## config.mk

```make
export PLATFORM = sky130hd
export DESIGN_NAME = pll_phase_stepper
export DESIGN_NICKNAME = d
export VERILOG_FILES = /design/src/rtl/pll_phase_stepper.sv
export SDC_FILE = /design/constraint.sdc
export NUM_CORES = 1
export LEC_CHECK = 0
export CAP_MARGIN = 20
export CORE_ASPECT_RATIO = 0.8
export CORE_MARGIN = 2
export CORE_UTILIZATION = 54
export CTS_BUF_LIST = sky130_fd_sc_hd__clkbuf_2 sky130_fd_sc_hd__clkbuf_4 sky130_fd_sc_hd__clkbuf_8
export DETAILED_ROUTE_END_ITERATION = 7
export GPL_TIMING_DRIVEN = 0
export PLACE_DENSITY = 0.8
export SYNTH_ARGS = -nofsm -noshare
export SYNTH_HDL_FRONTEND = slang
export SYNTH_SLANG_ARGS = --single-unit
```

## constraint.sdc

```tcl
create_clock -name clk -period 6.74 [get_ports clk]
set_input_delay 1.348 -clock clk [delete_from_list [all_inputs] [get_ports clk]]
set_output_delay 1.348 -clock clk [all_outputs]
set_load 0.005 [all_outputs]
```

## src/rtl/pll_phase_stepper.sv

```systemverilog
// pll_phase_stepper: dynamic phase-shift controller for the ECP5 EHXPLLL.
// Turns "shift output sel by steps in direction dir" or "reload static phase"
// requests into correctly spaced active-low PHASESTEP/PHASELOADREG pulses.
// Requests are only accepted while a synchronised PLL lock is present, and
// losing lock mid-request aborts it with done+err.
// Ports:
//   clk, rst                 reference clock, synchronous active-high reset
//   pll_locked               PLL LOCK (asynchronous, synchronised here)
//   req/load/sel/dir/steps   request handshake and payload (taken when rdy&req)
//   rdy/busy/done/err        handshake status; done/err are one-cycle pulses
//   phasesel/phasedir        to PLL PHASESEL1:0 / PHASEDIR
//   phasestep/phaseloadreg   to PLL PHASESTEP / PHASELOADREG, active low
module pll_phase_stepper #(
    parameter int unsigned SETUP_CYCLES = 4,
    parameter int unsigned PULSE_CYCLES = 4,
    parameter int unsigned HOLD_CYCLES  = 4,
    parameter int unsigned STEP_W       = 8
) (
    input  logic              clk,
    input  logic              rst,
    input  logic              pll_locked,
    input  logic              req,
    input  logic              load,
    input  logic [1:0]        sel,
    input  logic              dir,
    input  logic [STEP_W-1:0] steps,
    output logic              rdy,
    output logic              busy,
    output logic              done,
    output logic              err,
    output logic [1:0]        phasesel,
    output logic              phasedir,
    output logic              phasestep,
    output logic              phaseloadreg
);

    localparam int unsigned MAX_SP = (SETUP_CYCLES > PULSE_CYCLES) ? SETUP_CYCLES : PULSE_CYCLES;
    localparam int unsigned MAX_C  = (MAX_SP > HOLD_CYCLES) ? MAX_SP : HOLD_CYCLES;
    localparam int unsigned CNT_W  = $clog2(MAX_C + 1);

    typedef enum logic [2:0] {
        S_WAIT_LOCK,
        S_IDLE,
        S_SETUP,
        S_PULSE,
        S_HOLD,
        S_DONE,
        S_ABORT
    } state_e;

    state_e             state_q, state_d;
    logic               sync1_q, sync1_d;
    logic               lock_s_q, lock_s_d;
    logic [CNT_W-1:0]   cnt_q, cnt_d;
    logic [STEP_W-1:0]  rem_q, rem_d;
    logic               load_q, load_d;
    logic [1:0]         sel_q, sel_d;
    logic               dir_q, dir_d;
    logic               rdy_q, rdy_d;
    logic               busy_q, busy_d;
    logic               done_q, done_d;
    logic               err_q, err_d;
    logic               step_q, step_d;
    logic               ldreg_q, ldreg_d;

    // Next state, datapath and outputs; outputs are registered from state_d so
    // they reflect the state entered on the same edge.
    always_comb begin
        state_d  = state_q;
        sync1_d  = pll_locked;
        lock_s_d = sync1_q;
        cnt_d    = cnt_q;
        rem_d    = rem_q;
        load_d   = load_q;
        sel_d    = sel_q;
        dir_d    = dir_q;

        case (state_q)
            S_WAIT_LOCK: begin
                if (lock_s_q) state_d = S_IDLE;
            end
            S_IDLE: begin
                // rdy_q already implies IDLE with lock; a late lock loss is caught in SETUP
                if (rdy_q && req) begin
                    load_d  = load;
                    sel_d   = sel;
                    dir_d   = dir;
                    rem_d   = steps;
                    cnt_d   = '0;
                    state_d = S_SETUP;
                end else if (!lock_s_q) begin
                    state_d = S_WAIT_LOCK;
                end
            end
            S_SETUP: begin
                // First SETUP cycle doubles as the zero-step completion cycle
                if (!lock_s_q) begin
                    state_d = S_ABORT;
                end else if (!load_q && (rem_q == '0)) begin
                    state_d = S_DONE;
                end else if (cnt_q == CNT_W'(SETUP_CYCLES)) begin
                    cnt_d   = '0;
                    state_d = S_PULSE;
                end else begin
                    cnt_d = cnt_q + CNT_W'(1);
                end
            end
            S_PULSE: begin
                if (!lock_s_q) begin
                    state_d = S_ABORT;
                end else if (cnt_q == CNT_W'(PULSE_CYCLES - 1)) begin
                    cnt_d   = '0;
                    state_d = S_HOLD;
                end else begin
                    cnt_d = cnt_q + CNT_W'(1);
                end
            end
            S_HOLD: begin
                if (!lock_s_q) begin
                    state_d = S_ABORT;
                end else if (cnt_q == CNT_W'(HOLD_CYCLES - 1)) begin
                    cnt_d = '0;
                    if (load_q) begin
                        state_d = S_DONE;
                    end else begin
                        rem_d   = rem_q - STEP_W'(1);
                        state_d = (rem_q == STEP_W'(1)) ? S_DONE : S_PULSE;
                    end
                end else begin
                    cnt_d = cnt_q + CNT_W'(1);
                end
            end
            S_DONE: begin
                state_d = S_IDLE;
            end
            S_ABORT: begin
                rem_d   = '0;
                state_d = S_WAIT_LOCK;
            end
            default: begin
                state_d = S_WAIT_LOCK;
            end
        endcase

        rdy_d   = (state_d == S_IDLE) && lock_s_q;
        busy_d  = (state_d == S_SETUP) || (state_d == S_PULSE) || (state_d == S_HOLD) ||
                  (state_d == S_DONE)  || (state_d == S_ABORT);
        done_d  = (state_d == S_DONE) || (state_d == S_ABORT);
        err_d   = (state_d == S_ABORT);
        step_d  = !((state_d == S_PULSE) && !load_d);
        ldreg_d = !((state_d == S_PULSE) && load_d);
    end

    // State and output registers
    always_ff @(posedge clk) begin
        if (rst) begin
            state_q  <= S_WAIT_LOCK;
            sync1_q  <= 1'b0;
            lock_s_q <= 1'b0;
            cnt_q    <= '0;
            rem_q    <= '0;
            load_q   <= 1'b0;
            sel_q    <= 2'd0;
            dir_q    <= 1'b0;
            rdy_q    <= 1'b0;
            busy_q   <= 1'b0;
            done_q   <= 1'b0;
            err_q    <= 1'b0;
            step_q   <= 1'b1;
            ldreg_q  <= 1'b1;
        end else begin
            state_q  <= state_d;
            sync1_q  <= sync1_d;
            lock_s_q <= lock_s_d;
            cnt_q    <= cnt_d;
            rem_q    <= rem_d;
            load_q   <= load_d;
            sel_q    <= sel_d;
            dir_q    <= dir_d;
            rdy_q    <= rdy_d;
            busy_q   <= busy_d;
            done_q   <= done_d;
            err_q    <= err_d;
            step_q   <= step_d;
            ldreg_q  <= ldreg_d;
        end
    end

    assign rdy          = rdy_q;
    assign busy         = busy_q;
    assign done         = done_q;
    assign err          = err_q;
    assign phasesel     = sel_q;
    assign phasedir     = dir_q;
    assign phasestep    = step_q;
    assign phaseloadreg = ldreg_q;

endmodule

```

==> out/qor.json, run 1 <==
{
  "outcome": {
    "status": "completed"
  },
  "logic_synthesis": {
    "netlist_instances": 176,
    "ys_types": 43,
    "ys_warn_count": 0,
    "syn_avg_cell_area_um2": 8.30,
    "ys_seq_elements": 26,
    "synth_fp_nets": 199,
    "syn-cell-area_um2": 1460,
    "async_reset_ff_share_pct": 0,
    "synth_sequential_area_ratio_pct": 35.6,
    "synth-main-ff-cell": "sky130_fd_sc_hd__dfxtp_1",
    "count_of_flip_flops_with_a_built_in_enable_after_synthesis": 0
  },
  "cells_and_area": {
    "post_route_cells_drive_above_1_share_pct": 6.37,
    "synthToLayoutAreaGrowth_pct": 23.1,
    "post-route-cell-area_um2": 1800,
    "finish.net_count": 228,
    "antenna_cells_inserted": 0
  },
  "worst_setup_path": {
    "timing.critical_path.from_type": "input pin",
    "crit_slowest_cell": "sky130_fd_sc_hd__or4_1",
    "timing_worst_setup_path_type": "in2reg",
    "critical_path_max_stage_delay_ps": 500,
    "ff2ff_setup_slack_ps": 4350,
    "timing.critical_path.to_type": "flip-flop",
    "worst-endpoint-arrival_ps": 3170,
    "worstPathCellList": "clkdlybuf4s50_1 -> nand3b_1 -> a21oi_1 -> or4_1 -> buf_2 -> o21ai_4 -> mux2_4",
    "path_max_fanout": 5,
    "cp.required_ps": 6970
  },
  "die": {
    "initial_util_pct": 58.3,
    "die_w_um": 62.1,
    "floorplan.die_area_um2": 3140,
    "core_area_um2": 2500,
    "ios": 25,
    "num_rows": 16,
    "die-height_um": 50.5
  },
  "global_route": {
    "gr-usage-all-layers_pct": 23.2,
    "grt-ovfl-total": 0,
    "grt_max_degree": 16,
    "antenna_violations_before_repair": 0,
    "first_pass_grt_wire_length_um": 5800,
    "grt_pass1_vias": 1283
  },
  "routing": {
    "route.final.wire_length_um": 3370,
    "first_iter_violations": 86,
    "route.vias.total": 1374,
    "antenna_violating_nets_left": 0,
    "avgRoutedWirePerCell_um": 14.0,
    "viasPerCell": 5.73,
    "drtPass1Iterations": 4,
    "drt_drc_violations_left": 0
  },
  "sta": {
    "finClkSkew_ps": 1.57,
    "slew_violations": 0,
    "final_period_demand_of_the_worst_path_ps": 2940,
    "timing.slew.headroom_pct": 63.1,
    "report.final.setup_viol": 0,
    "max_slew.worst_pin.slew_ps": 551,
    "grt_setup_unrepaired": "false",
    "max_freq_mhz": 340,
    "timing_hold_violations_final": 0,
    "period_share_pct": 43.6,
    "final.setup.tns_ps": 0
  },
  "flow_run": {
    "maxCapViolCount": 0
  },
  "pwr": {
    "peakVddDrop_v": 0.000150,
    "power_per_cell_area_nw_per_um2": 257,
    "leakage_nw": 0.729
  },
  "clock_network": {
    "clock_tree_from_tritoncts": "done",
    "clk_latency_ps": 320,
    "clock_tree.root_cell": "sky130_fd_sc_hd__clkbuf_4",
    "clk_transition_reported_paths_ps": 140,
    "cts_num_sinks": 26,
    "cts-buffers-inserted": 3,
    "cts_post_setup_buffers_inserted": 0,
    "htreeDepth": 1,
    "ctsHoldBuffers": 0,
    "cts-resized-gates": 0,
    "cts.path.max_buffers": 2
  },
  "placement": {
    "dp.final_hpwl_um": 2460,
    "gp_congestion": 0.896,
    "placed_cell_area_um2": 1750,
    "placement.io_buffers": 24
  },
  "hold_path": {
    "hold_path.class": "reg2reg"
  }
}
==> state kept, by name, indices dropped and copies added (netlist names) <==
| signal | flops |
|---|---|
| phaseloadreg | 1 |
| phasestep | 1 |
| phasedir | 1 |
| cnt_q | 3 |
| busy | 1 |
| rem_q | 8 |
| phasesel | 2 |
| lock_s_d | 1 |
| done | 1 |
| err | 1 |
| rdy | 1 |
| load_q | 1 |
| state_q | 3 |
| lock_s_q | 1 |
==> power by group <==
group / switching, mW / total [mW] / leakage [nW] / internal (mW)
combinational: 0.102 / 0.185 / 0.490 / 0.0828
clock: 0.0478 / 0.108 / 0.0279 / 0.0602
sequential: 0.00581 / 0.169 / 0.210 / 0.163
==> worst max-delay path: cells and delay by family <==
family,cells,cell delay [ps]
multiplexers,1,320
AO/OA/AOI/OAI,2,280
buffers and inverters,2,630
AND/OR/NAND/NOR,2,600
==> logic make-up (layout without fill, tap and decap cells) <==
group	Yosys count	count (layout)	share of synthesized area [%]
and+or+nand+nor	70	70	25.8
xor gates and xnor gates	2	2	1.20
buffers and inverters	19	47	5.23
AOI/OAI and AO/OA	45	45	21.0
adders and majority gates	7	7	6.00
muxes	7	7	5.14
DFF	26	26	35.6
==> cell usage in the layout, fill, tap and decap left out, types with 2 or more instances in the layout <==
cell / n
sky130_fd_sc_hd__o21ai_0: 8
sky130_fd_sc_hd__clkdlybuf4s50_1: 24
sky130_fd_sc_hd__a311oi_1: 3
sky130_fd_sc_hd__o21bai_1: 2
sky130_fd_sc_hd__mux2i_1: 6
sky130_fd_sc_hd__a21o_1: 3
sky130_fd_sc_hd__dfxtp_1: 26
sky130_fd_sc_hd__ha_1: 7
sky130_fd_sc_hd__a21oi_1: 11
sky130_fd_sc_hd__nor2b_1: 3
sky130_fd_sc_hd__clkbuf_1: 5
sky130_fd_sc_hd__and3b_1: 2
sky130_fd_sc_hd__nor2_1: 20
sky130_fd_sc_hd__or4_1: 2
sky130_fd_sc_hd__buf_2: 4
sky130_fd_sc_hd__clkbuf_4: 3
sky130_fd_sc_hd__nand2b_1: 9
sky130_fd_sc_hd__a31oi_1: 3
sky130_fd_sc_hd__inv_1: 10
sky130_fd_sc_hd__nor4_1: 2
sky130_fd_sc_hd__xnor2_1: 2
sky130_fd_sc_hd__and2_1: 2
sky130_fd_sc_hd__nand3b_1: 2
sky130_fd_sc_hd__nand3_1: 2
sky130_fd_sc_hd__nand2_1: 18
sky130_fd_sc_hd__a211oi_1: 4
sky130_fd_sc_hd__nor3b_1: 2
==> path summary, 6_finish.rpt <==
check,startpoint,endpoint,cells after the start
max,req,cnt_q[2],7
min reg2reg,lock_s_d,lock_s_q,1
min,lock_s_d,lock_s_q,1
max reg2reg,cnt_q[0],cnt_q[2],8
==> synth_stat cells (2+ instances only) <==
cell type	n	area share, %
sky130_fd_sc_hd__dfxtp_1	26	36
sky130_fd_sc_hd__nor2_1	20	5.1
sky130_fd_sc_hd__nand2_1	18	4.6
sky130_fd_sc_hd__a21oi_1	11	3.8
sky130_fd_sc_hd__inv_1	10	2.6
sky130_fd_sc_hd__nand2b_1	9	3.9
sky130_fd_sc_hd__o21ai_0	8	2.7
sky130_fd_sc_hd__ha_1	7	6.0
sky130_fd_sc_hd__mux2i_1	6	4.1
sky130_fd_sc_hd__clkbuf_1	5	1.3
sky130_fd_sc_hd__a211oi_1	4	2.1
sky130_fd_sc_hd__buf_2	4	1.4
sky130_fd_sc_hd__a21o_1	3	1.5
sky130_fd_sc_hd__a311oi_1	3	1.8
sky130_fd_sc_hd__a31oi_1	3	1.3
sky130_fd_sc_hd__nor2b_1	3	1.3
sky130_fd_sc_hd__and2_1	2	0.86
sky130_fd_sc_hd__and3b_1	2	1.2
sky130_fd_sc_hd__nand3_1	2	0.69
sky130_fd_sc_hd__nand3b_1	2	1.0
sky130_fd_sc_hd__nor3b_1	2	1.0
sky130_fd_sc_hd__nor4_1	2	0.86
sky130_fd_sc_hd__o21bai_1	2	1.0
sky130_fd_sc_hd__or4_1	2	1.0
sky130_fd_sc_hd__xnor2_1	2	1.2
==> layer usage <==
layer / global-route usage (%) / part of all wire, % / vias to the layer above
li1: - / - / 674
met5: 0 / 0 / -
met3: 6.05 / 7.8 / 4
met1: 32.4 / 47 / 623
met4: 3.33 / 0.56 / 0
met2: 37.1 / 44 / 73
==> metrics by stage <==
step           cells  power (mW)  utilization, %  setup slack [ps]  hold slack (ps)
2_1_floorplan    176       0.313               -              4030              414
3_3_place_gp     236       0.351            69.8              3480              429
3_5_place_dp     236       0.354            69.8              3450              434
4_1_cts          240       0.464            71.9              3810              469
5_1_grt          240       0.492            71.9              3770              481
6_report         240       0.463            71.9              3800              465
==> area by class of cell <==
class,instances,area [µm²]
multi-input combinational,131,863
fill,197,704
sequential,26,520
timing repair buffer,24,240
tap,36,45.0
buffer,9,38.8
inverter,10,37.5
clock inverter,1,30.0
clock buffer,3,22.5
No activity file was read; power rests on OpenSTA's default activity.
==> run 2: changes to the inputs <==
==> constraint.sdc (replaced) <==
create_clock -name clk -period 3.02 [get_ports clk]
set_input_delay 0.604 -clock clk [delete_from_list [all_inputs] [get_ports clk]]
set_output_delay 0.604 -clock clk [all_outputs]
set_load 0.005 [all_outputs]
==> results of run 2 <==
Same layout as run 1 (identical final DEF). Status: completed.
Main changes from that run: setup slack after placement 3450 ps -> 475 ps; setup slack after layout 3800 ps -> 626 ps; start point of the critical path req -> cnt_q[0]; register-to-register setup slack 4350 ps -> 630 ps; total power 0.463 mW -> 1.03 mW; worst IR drop on VDD 0.000150 V -> 0.000335 V
